==> src/rtl/nn_ctrl_pkg.sv <==
// Shared neural-net controller definitions: mode encoding, valid-sequencer FSM states, width helper.
// Pure definitions, no timing; used by the top controller and the per-tile valid sequencer.
package nn_ctrl_pkg;

  localparam logic [2:0] MODE_IDLE  = 3'd0;
  localparam logic [2:0] MODE_LOAD  = 3'd1;
  localparam logic [2:0] MODE_LAYER = 3'd2;

  typedef enum logic [1:0] {
    ST_IDLE   = 2'd0,
    ST_STREAM = 2'd1,
    ST_DRAIN  = 2'd2
  } vp_state_t;

  // Index width that never collapses to zero bits for a single-entry range.
  function automatic int unsigned idx_w(input int unsigned n);
    return (n <= 1) ? 1 : $clog2(n);
  endfunction

endpackage

==> src/rtl/valid_pipeline_ctrl_if.sv <==
// Start/mode handshake plus row strobes and tile status between the top controller and the valid sequencer.
// Wires only; the sequencer side registers every output it drives and never stalls the controller.
interface valid_pipeline_ctrl_if #(
  parameter int N     = 4,
  parameter int ARRAY = 4
);
  localparam int TILE_W = nn_ctrl_pkg::idx_w(N / ARRAY);

  logic              start;
  logic [2:0]        mode;
  logic              busy;
  logic              next_tile_ready;
  logic [ARRAY-1:0]  row_valid;
  logic              result_valid;
  logic [TILE_W-1:0] tile_idx;
  logic              tiles_done;

  modport master (
    output start, mode,
    input  busy, next_tile_ready, row_valid, result_valid, tile_idx, tiles_done
  );

  modport slave (
    input  start, mode,
    output busy, next_tile_ready, row_valid, result_valid, tile_idx, tiles_done
  );

endinterface

==> src/rtl/valid_skew_line.sv <==
// Delays the row-0 valid by 1..ARRAY-1 cycles to feed rows 1..ARRAY-1 (ARRAY >= 2).
// Latency r cycles for row r; no backpressure, flush empties the line on the next edge.
module valid_skew_line #(
  parameter int ARRAY = 4
) (
  input  logic             clk,
  input  logic             rst,
  input  logic             flush,
  input  logic             din,
  output logic [ARRAY-1:1] dout
);

  always_ff @(posedge clk or posedge rst) begin
    if (rst) begin
      dout <= '0;
    end else if (flush) begin
      dout <= '0;
    end else begin
      dout[1] <= din;
      for (int i = 2; i < ARRAY; i++) begin
        dout[i] <= dout[i-1];
      end
    end
  end

endmodule

==> src/rtl/valid_pipeline_ctrl.sv <==
// Per-tile valid sequencer: row-skewed input strobes, drain wait, result flag and tile index tracking.
// busy one cycle after an accepted start, tile period K+2*ARRAY cycles; no backpressure, starts while busy are dropped.
module valid_pipeline_ctrl
  import nn_ctrl_pkg::*;
#(
  parameter int N     = 4,
  parameter int ARRAY = 4,
  parameter int K     = 4
) (
  input logic                 clk,
  input logic                 rst,
  valid_pipeline_ctrl_if.slave bus
);

  localparam int NUM_TILES = N / ARRAY;
  localparam int TW        = idx_w(NUM_TILES);
  localparam int CW        = $clog2(K + ARRAY);

  localparam logic [CW-1:0] STREAM_LAST = CW'(K + ARRAY - 2);
  localparam logic [CW-1:0] DRAIN_LAST  = CW'(ARRAY - 1);
  localparam logic [CW-1:0] K_C         = CW'(K);
  localparam logic [TW-1:0] TILE_LAST   = TW'(NUM_TILES - 1);

  vp_state_t        state_q, state_d;
  logic [CW-1:0]    cnt_q, cnt_d;
  logic [TW-1:0]    tile_q, tile_d;
  logic             busy_q, busy_d;
  logic             ntr_q, ntr_d;
  logic             row0_q, row0_d;
  logic             res_q, res_d;
  logic             done_q, done_d;
  logic             abort;
  logic [ARRAY-1:1] skew_q;

  always_comb begin
    state_d = state_q;
    cnt_d   = cnt_q;
    tile_d  = tile_q;
    ntr_d   = ntr_q;
    abort   = 1'b0;

    case (state_q)
      ST_IDLE: begin
        if (bus.start && (bus.mode == MODE_LOAD)) begin
          state_d = ST_STREAM;
          cnt_d   = '0;
          ntr_d   = 1'b0;
        end
      end
      ST_STREAM: begin
        if (bus.mode != MODE_LOAD) begin
          abort   = 1'b1;
          state_d = ST_IDLE;
          cnt_d   = '0;
        end else if (cnt_q == STREAM_LAST) begin
          state_d = ST_DRAIN;
          cnt_d   = '0;
        end else begin
          cnt_d = cnt_q + 1'b1;
        end
      end
      ST_DRAIN: begin
        // A mode change on the final drain cycle still counts as an abort: the tile is not retired.
        if (bus.mode != MODE_LOAD) begin
          abort   = 1'b1;
          state_d = ST_IDLE;
          cnt_d   = '0;
        end else if (cnt_q == DRAIN_LAST) begin
          state_d = ST_IDLE;
          cnt_d   = '0;
          ntr_d   = 1'b1;
          tile_d  = (tile_q == TILE_LAST) ? '0 : tile_q + 1'b1;
        end else begin
          cnt_d = cnt_q + 1'b1;
        end
      end
      default: begin
        state_d = ST_IDLE;
        cnt_d   = '0;
      end
    endcase

    // Outputs are registered from next-state values so they line up with the state they describe.
    busy_d = (state_d != ST_IDLE);
    row0_d = (state_d == ST_STREAM) && (cnt_d < K_C);
    res_d  = (state_d == ST_DRAIN) && (cnt_d == DRAIN_LAST);
    done_d = res_d && (tile_q == TILE_LAST);
  end

  always_ff @(posedge clk or posedge rst) begin
    if (rst) begin
      state_q <= ST_IDLE;
      cnt_q   <= '0;
      tile_q  <= '0;
      busy_q  <= 1'b0;
      ntr_q   <= 1'b0;
      row0_q  <= 1'b0;
      res_q   <= 1'b0;
      done_q  <= 1'b0;
    end else begin
      state_q <= state_d;
      cnt_q   <= cnt_d;
      tile_q  <= tile_d;
      busy_q  <= busy_d;
      ntr_q   <= ntr_d;
      row0_q  <= row0_d;
      res_q   <= res_d;
      done_q  <= done_d;
    end
  end

  valid_skew_line #(
    .ARRAY (ARRAY)
  ) u_skew (
    .clk   (clk),
    .rst   (rst),
    .flush (abort),
    .din   (row0_q),
    .dout  (skew_q)
  );

  assign bus.busy            = busy_q;
  assign bus.next_tile_ready = ntr_q;
  assign bus.row_valid       = {skew_q, row0_q};
  assign bus.result_valid    = res_q;
  assign bus.tile_idx        = tile_q;
  assign bus.tiles_done      = done_q;

endmodule
==> src/flat_wrapper.sv <==
// flat-port wrapper written by rule: the top's interface ports become plain ports
module valid_pipeline_ctrl_flat import nn_ctrl_pkg::*;
#(
  parameter int N     = 4,
  parameter int ARRAY = 4,
  parameter int K     = 4
)
  (clk, rst, bus_start, bus_mode, bus_busy, bus_next_tile_ready, bus_row_valid, bus_result_valid, bus_tile_idx, bus_tiles_done);
  valid_pipeline_ctrl_if #(.N(N), .ARRAY(ARRAY)) bus_i ();
  input logic clk;
  input logic rst;
  input wire logic [$bits(bus_i.start)-1:0] bus_start;
  input wire logic [$bits(bus_i.mode)-1:0] bus_mode;
  output wire logic [$bits(bus_i.busy)-1:0] bus_busy;
  output wire logic [$bits(bus_i.next_tile_ready)-1:0] bus_next_tile_ready;
  output wire logic [$bits(bus_i.row_valid)-1:0] bus_row_valid;
  output wire logic [$bits(bus_i.result_valid)-1:0] bus_result_valid;
  output wire logic [$bits(bus_i.tile_idx)-1:0] bus_tile_idx;
  output wire logic [$bits(bus_i.tiles_done)-1:0] bus_tiles_done;
  assign bus_i.start = bus_start;
  assign bus_i.mode = bus_mode;
  assign bus_busy = bus_i.busy;
  assign bus_next_tile_ready = bus_i.next_tile_ready;
  assign bus_row_valid = bus_i.row_valid;
  assign bus_result_valid = bus_i.result_valid;
  assign bus_tile_idx = bus_i.tile_idx;
  assign bus_tiles_done = bus_i.tiles_done;
  valid_pipeline_ctrl #(.N(N), .ARRAY(ARRAY), .K(K)) u_core (.clk(clk), .rst(rst), .bus(bus_i));
endmodule
==> config.mk <==
export PLATFORM = sky130hd
export DESIGN_NAME = valid_pipeline_ctrl_flat
export DESIGN_NICKNAME = d
export VERILOG_FILES = /design/src/rtl/nn_ctrl_pkg.sv /design/src/rtl/valid_pipeline_ctrl_if.sv /design/src/rtl/valid_skew_line.sv /design/src/rtl/valid_pipeline_ctrl.sv /design/src/flat_wrapper.sv
export SDC_FILE = /design/constraint.sdc
export NUM_CORES = 1
export LEC_CHECK = 0
export CAP_MARGIN = 20
export CORE_UTILIZATION = 35
export CTS_CLUSTER_DIAMETER = 100
export CTS_CLUSTER_SIZE = 28
export DETAILED_ROUTE_END_ITERATION = 16
export PLACE_DENSITY = 0.54
export SLEW_MARGIN = 30
export SYNTH_ARGS = -nofsm -noshare
export SYNTH_HDL_FRONTEND = slang
export SYNTH_SLANG_ARGS = --single-unit
export TNS_END_PERCENT = 50
==> constraint.sdc <==
create_clock -name clk -period 2.3 [get_ports clk]
set_clock_uncertainty 0.15 [all_clocks]
set_input_delay 0.345 -clock clk [delete_from_list [all_inputs] [get_ports clk]]
set_output_delay 0.345 -clock clk [all_outputs]
set_load 0.1 [all_outputs]
==> metrics.log, run 1 <==
INFO  metric powerDensity = 1030 nW/um^2
INFO  metric tritoncts = built
INFO  metric cts.sinks = 12
INFO  metric timing.final.crit_period = 2.048 ns
INFO  metric route.final.wire_length = 1424 microns
INFO  metric cap_violations = 0
INFO  metric ir_drop = 671.9 uV
INFO  metric wire_per_inst = 12.49 microns
INFO  metric synth.lib_cells_used.distinct = 25
INFO  metric setup.worst_path.start_class = register
INFO  metric final_net_count = 102
INFO  metric fp.coreArea = 1982 sq um
INFO  metric antenna_cells = 0
INFO  metric post-cts-setup-buffer-count = 0
INFO  metric power_switching = 0.0004721 W
INFO  metric worstSetupEndpointType = register
INFO  metric cts_buffers = 3
INFO  metric cts_root_buffer = clkbuf_4
INFO  metric grt.overflow.total = 0
INFO  metric slew_violations = 0
INFO  metric share_comb_of_total_power = 50.7%
INFO  metric p_seq_share = 30.5%
INFO  metric clkSlewWorstSetupHoldPaths = 0.08 ns
INFO  metric crit-reg2reg-launch = u_core.cnt_q[0]
INFO  metric grt_pass1_vias = 506
INFO  metric required = 2.34 ns
INFO  metric synth-seq-cells = 12
INFO  metric mean_area_per_synthesized_cell = 10.34 sq um
INFO  metric std_cell_rows = 16
INFO  metric die_width = 48.12 microns
INFO  metric numPlacedInstances = 110
INFO  metric drive_gt1_share = 20.69%
INFO  metric place.port_buffers = 13
INFO  metric power.share.switching = 50.40%
INFO  metric r2r_end = u_core.bus.tiles_done
INFO  metric worst_setup_path_startpoint = u_core.cnt_q[0]
INFO  metric cts_hold_repair.buffers = 0
INFO  metric final_setup_violating_endpoints = 0
INFO  metric ios = 15
INFO  metric cts-root-to-sink-buffers = 2
INFO  metric share_clk_of_total_power = 18.8%
INFO  metric detailedRoute.firstIterationViolations = 15
INFO  metric synthesis.instances = 72
INFO  metric nFillCells = 187
INFO  metric initial_utilization = 37.56%
INFO  metric multiInputGateArea = 384.1 sq um
INFO  metric syn_to_final_growth = 22.18%
INFO  metric fp.dieH = 48.12 microns
INFO  metric fmax = 488.3 MHz
INFO  metric cell_internal_pwr = 0.0004646 W
INFO  metric critical_path_peak_fanout = 4
INFO  metric drtAntennaViolNets = 0
INFO  metric ys_seq_area_share = 40.34%
INFO  metric worstSetupPathType = register to register
INFO  metric post-route-cell-area = 909.6 sq um
INFO  metric clock_insertion_delay_worst_skew = 0.28 ns
INFO  metric setup_tns = 0 ns
INFO  metric via_count = 557
INFO  metric rrSetupSlack = 0.25 ns
INFO  metric final_hold_viol_count = 0
INFO  metric final_cell_count_no_fill = 114
INFO  metric status = complete, no violations
INFO  metric post_synthesis_cell_area = 744.5 sq um
INFO  metric synthesis.nets = 86
INFO  metric placedInstanceArea = 873.3 sq um
INFO  metric post-route-util = 45.90%
INFO  metric hold_path_class = input pin to async pin
INFO  metric static-leakage-power = 0.4371 nW
INFO  metric place.detailed.hpwl = 1111 microns
INFO  metric rsz0062_at_grt = false
INFO  metric grt_util_all_layers = 15.17%
INFO  metric critPathArrivalTime = 2.08 ns
INFO  metric min_period_over_period = 89.05%
INFO  metric full_die_area = 2316 sq um
INFO  metric yosysWarnings = 0
INFO  metric grt_start_max_net_pins = 13
INFO  metric worst-r2r-cell-count = 6
INFO  metric place_congestion = 0.7903
INFO  metric post_cts_resized = 0
INFO  metric grt_pass1_wl = 2208 microns
INFO  metric drt_first_pass_iters = 4
INFO  metric cts_htree_levels = 1
INFO  metric antenna_found_initial = 0
INFO  metric avgViaCountPerCell = 4.886
INFO  metric route.detailed.drc = 0
INFO  metric seq_area = 300.3 sq um
[metrics by stage]
step | power (W) | hold WS, ns | worst slack [ns]
6_report | 0.0009367 | 0.2151 | 0.2520
5_1_grt | 0.0009940 | 0.2860 | 0.09212
4_1_cts | 0.0009438 | 0.2337 | 0.2574
3_5_place_dp | 0.0007686 | 0.3152 | 0.1542
3_3_place_gp | 0.0007668 | 0.3106 | 0.1586
2_1_floorplan | 0.0006749 | 0.05970 | 0.4810
[cell families after synthesis]
logic type | Yosys count | synth area share [%]
buffers and inverters | 13 | 8.068
other | 1 | 0.5037
AO/OA/AOI/OAI | 18 | 17.14
flip-flops | 12 | 40.34
AND/OR/NAND/NOR | 20 | 20.50
adder cells (fa/ha/maj) | 8 | 13.45
[Yosys cell counts (all sizes together)]
library cell	n	share of area [%]
nand2	2	1.0
nand4bb	1	1.5
ha	8	13
nor4b	2	4.0
dfrtp	12	40
o211ai	4	4.7
o21ai	4	3.2
nand3b	1	1.0
or3b	1	1.2
nor2	1	0.50
conb	1	0.50
nand3	3	2.0
and2	7	5.9
a22o	2	2.4
a21oi	3	2.0
o21a	1	1.0
nor3b	1	2.5
a221oi	1	1.2
inv	10	5.0
a31oi	2	1.7
nor2b	1	0.84
a21boi	1	1.0
buf	3	3.0
[worst max path at each step]
stage / end / slack, ns / depth (start not counted)
floorplan: bus_tiles_done / 0.48 / 1
global placement: u_core.row0_q / 0.16 / 5
detailed placement: u_core.bus.tiles_done / 0.15 / 5
CTS: u_core.bus.tiles_done / 0.26 / 6
global route: u_core.bus.tiles_done / 0.09 / 6
finish: u_core.bus.tiles_done / 0.25 / 6
[state kept, by name (all words and copies together) (netlist names)]
name and cells:
u_core.cnt_q 3, u_core.u_skew.dout 3, u_core.state_q 2, u_core.bus.busy 1
u_core.bus.next_tile_ready 1, u_core.bus.tiles_done 1, u_core.row0_q 1
[critical path, cell delays in order, from the launching register on]
cell      delay (ns)
dfrtp_1         0.40
ha_1            0.22
ha_1            0.19
nor2b_1         0.27
o211ai_1        0.18
a221oi_1        0.28
nor4b_2         0.26
[cell type report]
class                      instances  share of cell area, %
multi-input combinational         47                  42.23
sequential                        12                  33.01
timing repair buffer              14                  12.93
inverter                          10                  4.127
clock buffer                       4                  3.989
tap                               27                  3.714
[layer usage]
layer	wire, microns	global-route usage, %
met1	658	17.82
met2	629	22.97
met3	99	5.926
met4	37	10.00
met5	0	0
[power by group through the flow]
stage | logic (W) | clock network, W | registers [W]
global placement | 0.000477 | 0 | 0.000290
CTS | 0.000478 | 0.000179 | 0.000286
global route | 0.000508 | 0.000191 | 0.000295
detailed placement | 0.000477 | 0 | 0.000292
finish | 0.000475 | 0.000176 | 0.000286
floorplan | 0.000175 | 0 | 0.000500
[cells in the final DEF, fill, tap and decap left out, types with 2 or more instances in the layout]
cell	count
a21oi_1	3
a22o_1	2
a31oi_1	2
and2_1	7
buf_4	9
clkbuf_4	3
clkdlybuf4s50_1	5
dfrtp_1	12
ha_1	8
inv_1	10
nand2_1	2
nand3_1	3
nor4b_2	2
o211ai_1	3
o21ai_0	3
Note: power is estimated with default switching activity, not from simulation.
==> run 2: changes to the inputs <==
ABC_AREA = 1   (was not set)
==> run 2 against run 1 <==
- largest power group unchanged
- clock power is 6% lower
- highest routed layer unchanged
- largest cell class unchanged
- critical path type unchanged
- power is 15% higher
- utilization up 0.45 points
==> metrics.log, run 2 <==
INFO  metric cts-root-to-sink-buffers = 2 (unchanged)
INFO  metric std_cell_rows = 16 (unchanged)
INFO  metric setup_tns = 0 ns (unchanged)
INFO  metric powerDensity = 1147 nW/um^2 (+11%)
INFO  metric post_cts_resized = 0 (unchanged)
INFO  metric hold_path_class = input pin to async pin
INFO  metric status = complete, no violations
INFO  metric reg.largest.list = u_core.cnt_q x3, u_core.u_skew.dout x3, u_core.state_q x2
INFO  metric avgViaCountPerCell = 4.786 (-2.0%)
INFO  metric cap_violations = 0 (unchanged)
INFO  metric synth_top_area_cell = dfrtp_1
INFO  metric initial_utilization = 38.55% (+0.99 points)
INFO  metric worstSetupEndpointType = register
INFO  metric grt_pass1_wl = 2380 microns (+7.8%)
INFO  metric clock_insertion_delay_worst_skew = 0.28 ns (about the same)
INFO  metric via_count = 627 (+13%)
INFO  metric cts_root_buffer = clkbuf_4
INFO  metric critPathArrivalTime = 1.81 ns (-0.27 ns)
INFO  metric final_setup_violating_endpoints = 0 (unchanged)
INFO  metric cts_buffers = 3 (unchanged)
INFO  metric worst-r2r-cell-count = 9 (+3)
INFO  metric final_net_count = 119 (+17%)
INFO  metric placedInstanceArea = 900.9 sq um (+3.2%)
INFO  metric antenna_found_initial = 0 (unchanged)
INFO  metric most-common-layout-cells = nand2_1, inv_1, dfrtp_1, nand3_1
INFO  metric drt_first_pass_iters = 4 (unchanged)
INFO  metric drive_gt1_share = 22.12% (+1.4 points)
INFO  metric grt_start_max_net_pins = 13 (unchanged)
INFO  metric synth.lib_cells_used.distinct = 23 (-8.0%)
INFO  metric post-route-cell-area = 937.1 sq um (+3.0%)
INFO  metric static-leakage-power = 0.4819 nW (+10%)
INFO  metric place.detailed.hpwl = 1121 microns (+0.87%)
INFO  metric rrSetupSlack = 0.55 ns (+0.30 ns)
INFO  metric fmax = 572.8 MHz (+17%)
INFO  metric ir_drop = 868.7 uV (+29%)
INFO  metric slew_violations = 0 (unchanged)
INFO  metric grt_pass1_vias = 572 (+13%)
INFO  metric mean_area_per_synthesized_cell = 8.661 sq um (-16%)
INFO  metric detailedRoute.firstIterationViolations = 11 (-4)
INFO  metric route.final.wire_length = 1429 microns (+0.35%)
INFO  metric power_switching = 0.0005762 W (+22%)
INFO  metric use_met3 = 5.919% (-0.0069 points)
INFO  metric tritoncts = built
INFO  metric drtAntennaViolNets = 0 (unchanged)
INFO  metric grt.overflow.total = 0 (unchanged)
INFO  metric synthDominantCellAreaShare = 38.52% (-1.8 points)
INFO  metric grt_util_all_layers = 13.64% (-1.5 points)
INFO  metric async_flop_share = 100.0% (unchanged)
INFO  metric cell_internal_pwr = 0.0004992 W (+7.4%)
INFO  metric full_die_area = 2420 sq um (+4.5%)
INFO  metric synth-seq-cells = 12 (unchanged)
INFO  metric worstSetupPathType = register to register
INFO  metric ios = 15 (unchanged)
INFO  metric timing.final.crit_period = 1.746 ns (-0.3023 ns)
INFO  metric rsz0062_at_grt = false
INFO  metric post-cts-setup-buffer-count = 0 (unchanged)
INFO  metric fp.dieH = 49.19 microns (+2.2%)
INFO  metric cts_hold_repair.buffers = 0 (unchanged)
INFO  metric setup.worst_path.start_class = register
INFO  metric grt_util_met1 = 15.01% (-2.8 points)
INFO  metric layout.cells.most_common = nand2_1
INFO  metric fin_hold_ws = 0.2089 ns (-0.006222 ns)
INFO  metric most_numerous_cell_in_the_yosys_netlist = nand2_1
INFO  metric synthesis.instances = 90 (+25%)
INFO  metric required = 2.36 ns (+0.02 ns)
INFO  metric share_clk_of_total_power = 15.3% (-3.5 points)
INFO  metric place.port_buffers = 13 (unchanged)
INFO  metric route.detailed.drc = 0 (unchanged)
INFO  metric synth_ff_type = dfrtp_1
INFO  metric critical_path_peak_fanout = 5 (+1)
INFO  metric most_congested_layer_reported_by_global_routing = met2
INFO  metric cts.sinks = 12 (unchanged)
INFO  metric ys_seq_area_share = 38.52% (-1.8 points)
INFO  metric report.power.total = 0.001075 W (+15%)
INFO  metric fp.coreArea = 2022 sq um (+2.0%)
INFO  metric min_period_over_period = 75.90% (-13 points)
INFO  metric syn_to_final_growth = 20.22%
INFO  metric clkSlewWorstSetupHoldPaths = 0.07 ns (about the same)
INFO  metric die_width = 49.19 microns (+2.2%)
INFO  metric place_congestion = 0.7519 (-4.9%)
INFO  metric yosysWarnings = 0 (unchanged)
INFO  metric use_met2 = 21.92% (-1.1 points)
INFO  metric power.share.switching = 53.58% (+3.2 points)
INFO  metric post_synthesis_cell_area = 779.5 sq um (+4.7%)
INFO  metric final_hold_viol_count = 0 (unchanged)
INFO  metric antenna_cells = 0 (unchanged)
INFO  metric post_synth_main_area_contributors = dfrtp_1, ha_1, nand2_1
INFO  metric edff_count_synth = 0 (unchanged)
INFO  metric p_seq_share = 28.8% (-1.7 points)
INFO  metric share_comb_of_total_power = 55.9% (+5.2 points)
INFO  metric synthesis.nets = 104 (+21%)
INFO  metric wire_per_inst = 10.91 microns (-13%)
INFO  metric cts_htree_levels = 1 (unchanged)
INFO  metric synth_top_cells_by_count = nand2_1, inv_1, dfrtp_1
run 2: cell types whose count changed after synthesis, sizes merged, moves of 2 or more:
| cell | before | now |
|---|---|---|
| a21boi | 1 | 3 |
| a21oi | 3 | 5 |
| a22o | 2 | 0 |
| and2 | 7 | 0 |
| inv | 10 | 16 |
| nand2 | 2 | 19 |
| nand3 | 3 | 12 |
| nor2 | 1 | 4 |
| nor3 | 0 | 2 |
| nor4b | 2 | 0 |
| o211ai | 4 | 0 |
| o21ai | 4 | 0 |
run 2: power by group through the flow:
stage                     Combinational [W]  Clock [W]  Sequential (W)
after floorplan                    0.000249          0        0.000554
after global placement             0.000603          0        0.000311
after detailed placement           0.000603          0        0.000312
after CTS                          0.000604   0.000174        0.000310
after global routing               0.000637   0.000184        0.000318
final                              0.000601   0.000165        0.000310
run 2: path summary, 6_finish.rpt:
kind / from / end
min in group clk: u_core.bus.next_tile_ready / u_core.bus.next_tile_ready
max reg2reg: u_core.cnt_q[0] / u_core.bus.tiles_done
min reg2reg: u_core.bus.next_tile_ready / u_core.bus.next_tile_ready
max in group asynchronous: rst / u_core.cnt_q[1]
min: rst / u_core.bus.next_tile_ready
max: u_core.cnt_q[0] / u_core.bus.tiles_done
run 2: cells by family (layout without fill, tap and decap cells):
kind of cell / count (synthesis) / after routing / share of synthesized area (%)
AOI/OAI and AO/OA: 10 / 10 / 9.151
DFF: 12 / 12 / 38.52
other: 1 / 1 / 0.4811
adders and majority gates: 8 / 8 / 12.84
buffers and inverters: 19 / 33 / 10.59
and+or+nand+nor: 40 / 40 / 28.41
run 2: area by class of cell:
cell class | instances | area (sq um)
flip-flops and latches | 12 | 300.3
inverters | 16 | 60.06
multi-input cells | 59 | 396.6
well taps | 27 | 33.78
fillers | 199 | 1085
repair buffers | 13 | 110.1
clock buffers | 4 | 36.28
run 2: worst max-delay path, cell delays in order, from the launching register on:
cell	delay (ns)
dfrtp_1	0.44
ha_1	0.24
ha_1	0.21
inv_1	0.06
nand2_1	0.06
nand2_1	0.11
nand3_4	0.10
a21oi_4	0.19
nand2_2	0.07
nor2_2	0.07
run 2: per-layer routing:
| metal | share of wire [%] | routed length [microns] |
|---|---|---|
| met5 | 0 | 0 |
| met4 | 2.5 | 36 |
| met3 | 7.1 | 101 |
| met2 | 47 | 671 |
| met1 | 43 | 619 |
run 2: metrics by stage:
step	setup slack, ns	utilization, %	std cells
2_1_floorplan	0.4810	-	90
3_3_place_gp	0.4370	44.55	127
3_5_place_dp	0.4632	44.55	127
4_1_cts	0.5547	46.35	131
5_1_grt	0.4426	46.35	131
6_report	0.5542	46.35	131
